[config.mk]
export PLATFORM = sky130hd
export DESIGN_NAME = eth_header_parser
export DESIGN_NICKNAME = d
export VERILOG_FILES = /design/src/rtl/eth_header_parser.sv
export SDC_FILE = /design/constraint.sdc
export NUM_CORES = 1
export LEC_CHECK = 0
export CORE_AREA = 2 2 119 121
export CTS_BUF_LIST = sky130_fd_sc_hd__clkbuf_16
export DETAILED_ROUTE_END_ITERATION = 10
export DIE_AREA = 0 0 121 123
export PLACE_DENSITY = 0.79
export SLEW_MARGIN = 20
export SYNTH_ARGS = -nofsm -noshare
export SYNTH_HDL_FRONTEND = slang
export SYNTH_SLANG_ARGS = --single-unit
[constraint.sdc]
create_clock -name clk -period 5.9 [get_ports clk]
set_clock_uncertainty 0.1 [all_clocks]
set_input_delay 1.475 -clock clk [delete_from_list [all_inputs] [get_ports clk]]
set_output_delay 1.475 -clock clk [all_outputs]
set_load 0.03 [all_outputs]
[src/rtl/eth_header_parser.sv]
// Ethernet header field extractor: samples an 18-byte header and presents decoded fields one cycle later.
// Define ETH_PARSER_VLAN_EN to decode a single 802.1Q tag (bytes 14-17); otherwise those bytes are ignored.
module eth_header_parser #(
    parameter int HDR_BYTES = 18
) (
    input  logic                   clk,
    input  logic                   rst,
    input  logic [8*HDR_BYTES-1:0] header_bytes,
    input  logic                   header_valid,
    output logic [47:0]            dest_mac,
    output logic [47:0]            src_mac,
    output logic [15:0]            ethertype_raw,
    output logic [15:0]            ethertype,
    output logic                   vlan_present,
    output logic [15:0]            vlan_tci,
    output logic [4:0]             hdr_len,
    output logic                   is_broadcast,
    output logic                   is_multicast,
    output logic                   is_length,
    output logic                   fields_valid
);

    localparam logic [15:0] TPID_8021Q = 16'h8100;
    localparam logic [15:0] MIN_TYPE   = 16'h0600;

    logic [111:0] base_q;
    logic         loaded_q;
    logic         pulse_q;

    // The whole header is captured on one edge, so every derived field comes from the same sample.
    always_ff @(posedge clk or posedge rst) begin
        if (rst) begin
            base_q   <= '0;
            loaded_q <= 1'b0;
            pulse_q  <= 1'b0;
        end else begin
            pulse_q <= header_valid;
            if (header_valid) begin
                base_q   <= header_bytes[143:32];
                loaded_q <= 1'b1;
            end
        end
    end

    assign dest_mac      = base_q[111:64];
    assign src_mac       = base_q[63:16];
    assign ethertype_raw = base_q[15:0];
    assign fields_valid  = pulse_q;
    assign is_broadcast  = &dest_mac;
    assign is_multicast  = dest_mac[40];

`ifdef ETH_PARSER_VLAN_EN
    logic [31:0] tag_q;

    always_ff @(posedge clk or posedge rst) begin
        if (rst) begin
            tag_q <= '0;
        end else if (header_valid) begin
            tag_q <= header_bytes[31:0];
        end
    end

    // Only a plain 802.1Q TPID counts as tagged; 88A8 and anything else fall through as untagged.
    assign vlan_present = (ethertype_raw == TPID_8021Q);
    assign vlan_tci     = vlan_present ? tag_q[31:16] : 16'h0000;
    assign ethertype    = vlan_present ? tag_q[15:0] : ethertype_raw;
    assign hdr_len      = !loaded_q ? 5'd0 : (vlan_present ? 5'd18 : 5'd14);
`else
    logic unused_tag;
    logic unused_tpid;

    assign unused_tag   = ^header_bytes[31:0];
    assign unused_tpid  = ^TPID_8021Q;
    assign vlan_present = 1'b0;
    assign vlan_tci     = 16'h0000;
    assign ethertype    = ethertype_raw;
    assign hdr_len      = loaded_q ? 5'd14 : 5'd0;
`endif

    // Gated by loaded_q so the cleared register does not read as a zero-length 802.3 frame.
    assign is_length = loaded_q && (ethertype < MIN_TYPE);

endmodule

==> flow_summary.json <==
{
  "status": "completed",
  "startpoint": "base_q[86]",
  "yosysSeqAreaShare": 0.5793,
  "slowest_delay_ns": 0.69,
  "start_util": 0.3618,
  "overflow": 0,
  "yosys-mux-area-fraction": 0.3087,
  "routed_wl_mm": 11.70,
  "timing.fmax_mhz": 258.4,
  "detail-route-antenna-nets": 0,
  "timing.setup.tns_ns": 0,
  "postCtsSetupBuffers": 0,
  "grt_use_total": 0.1594,
  "rr_worst_depth": 1,
  "setup_viol": 0,
  "cp.required_ns": 4.32,
  "clkPwrFrac": 0.374,
  "die_h_um": 123,
  "final_core_util": 0.5760,
  "ys_ff_latch": 114,
  "ys_types": 15,
  "hold_path.class": "register to register",
  "dr.pass1.iters": 3,
  "power.total_w": 0.002454,
  "clockBufferDepth": 2,
  "ir_drop_mv": 0.1450,
  "crit_buf_inv": 1,
  "placed_area_um2": 7311,
  "synth_edf_count": 0,
  "switching_share": 0.2781,
  "power.density_nw_per_um2": 313.1,
  "pwr-share-comb": 0.251,
  "r2r_start": "base_q[73]",
  "grt_pass1_vias": 3422,
  "crit_end": "is_broadcast",
  "drt-initial-drc-count": 95,
  "cts_hold_buf": 0,
  "cpMaxStageDelayCell": "clkdlybuf4s50_1",
  "ctsResizeCount": 0,
  "cts-buffers-inserted": 17,
  "cts.sinks": 114,
  "synthToLayoutAreaGrowth_pct": 59.20,
  "maxSlewViolCount": 0,
  "io_buffers": 249,
  "reg2reg_slack_ns": 4.98,
  "path_class": "register to output pin",
  "drcViolationCount": 0,
  "syn_area_um2": 4925,
  "cts.reportedPaths.clkPinSlew_ns": 0.05,
  "yosysTopAreaCellShare": 0.5793,
  "clock_latency_ns": 0.40,
  "hold_viol_final": 0,
  "yosysTopAreaCell": "dfrtp_1",
  "grt_pass1_wl_mm": 18.22,
  "ys_top_cells_by_area": "dfrtp_1 (58%), mux2_4 (21%), mux2_2 (9.8%)",
  "intPower_w": 0.001772,
  "synthXorXnorAreaFrac": 0,
  "vias_per_cell": 4.512,
  "pin_count": 301,
  "postSynthCellCount": 300,
  "netlist_top_cells_count": "dfrtp_1 (114), mux2_4 (69), mux2_2 (43)",
  "seq_power_share": 0.375,
  "vias": 3280,
  "async_reset_ff_frac": 1.000,
  "path_delay_family": "simple AND/OR/NAND/NOR gates",
  "gp_congestion": 0.7812,
  "synth-simple-area-share": 0.02566,
  "avgRoutedWirePerCell_um": 16.10,
  "grt_max_degree": 93,
  "htreeDepth": 4,
  "synthAdderAreaFrac": 0,
  "core-area_um2": 13610,
  "critPathArrivalTime_ns": 2.30,
  "cts_tree": "built",
  "multiInputGateArea_um2": 1718,
  "nNetsFinal": 683,
  "stdcell_area_um2": 7840,
  "yosysWarnings": 0,
  "rsz0062_at_grt": "false",
  "dp_hpwl_mm": 8.677,
  "fillCellCount": 1105,
  "synth_top_family_by_area": "multiplexers",
  "cts-root-buf": "clkbuf_16",
  "p_switching_w": 0.0006824,
  "drive_above_1_share": 0.2505,
  "dieArea_um2": 14880,
  "timing.rr.end": "base_q[73]",
  "ff_latch_area_um2": 2853,
  "path_max_fanout": 3,
  "synth_compound_area_frac": 0,
  "synth.avg_cell_area_um2": 16.42,
  "cp-start-kind": "register",
  "insertedDiodeCount": 0,
  "period_share": 0.6559,
  "cp.depth": 4,
  "synthFlopType": "dfrtp_1",
  "synth_most_common_cell": "dfrtp_1",
  "slew_headroom": 0.3350,
  "cp-end-kind": "output pin",
  "antenna_found_initial": 0,
  "path_cells": "nand4_1, nor4_1, and3_1, clkdlybuf4s50_1",
  "period_minus_slack_ns": 3.870,
  "drv_cap": 0,
  "rows": 43,
  "die_x_um": 121,
  "cellLeakagePower_nw": 3.406,
  "worst_pin_slew_ns": 0.9974
}
per-layer routing:
metal / vias up / track usage / wire (µm) / part of all wire
li1: 1464 / - / - / -
met1: 1644 / 0.1854 / 4529 / 0.39
met2: 160 / 0.2690 / 6050 / 0.52
met3: 12 / 0.06365 / 974 / 0.083
met4: 0 / 0.05378 / 148 / 0.013
met5: - / 0 / 0 / 0
kinds of logic after synthesis:
kind of cell / after synthesis
buffers and inverters: 53
DFF: 114
muxes: 112
other: 1
and+or+nand+nor: 20
cells in the final DEF (no fill, tap or decap):
cell type          n
bufinv_16          2
mux2_2            43
nand2_1            1
nand4_1           12
clkbuf_16         17
and4b_1            1
mux2_4            69
clkinv_2           2
dfrtp_1          114
inv_4              1
buf_6              1
buf_4              2
clkinv_1           7
nor4_1             4
conb_1            19
or2_1              1
clkdlybuf4s50_1  248
and3_1             1
inv_1              2
flip-flops by register name, summed over array words and instances (netlist names):
signal        count
base_q          112
fields_valid      1
loaded_q          1
through the flow:
step / std cells / setup WS [ns] / hold slack [ns]
after CTS: 727 / 1.922 / 0.4070
final: 727 / 2.030 / 0.4014
after global placement: 697 / 2.373 / 0.3891
after detailed placement: 697 / 2.349 / 0.3938
after global routing: 727 / 1.882 / 0.4149
after floorplan: 318 / 1.309 / 0.3940
power by group through the flow:
stage	logic [W]	registers [W]	clock network [W]
5_1_grt	0.000647	0.000931	0.000979
6_report	0.000617	0.000920	0.000917
3_3_place_gp	0.000616	0.000927	0
3_5_place_dp	0.000621	0.000932	0
2_1_floorplan	0.000212	0.00108	0
4_1_cts	0.000623	0.000921	0.000945
worst min-delay path by stage:
stage,endpoint,cells after the start,slack [ns],startpoint
finish,base_q[18],1,0.40,base_q[18]
detailed placement,base_q[57],1,0.39,base_q[57]
CTS,base_q[48],1,0.41,base_q[48]
floorplan,loaded_q,1,0.39,loaded_q
global route,base_q[18],1,0.41,base_q[18]
global placement,base_q[18],1,0.39,base_q[18]
area by class of cell:
class,count,area share
tap,180,0.02873
clock inverter,13,0.01325
timing repair buffer,251,0.3200
multi-input combinational,151,0.2191
clock buffer,17,0.05426
sequential,114,0.3639
inverter,1,0.0007980
Power figures use the tool's default switching activity.
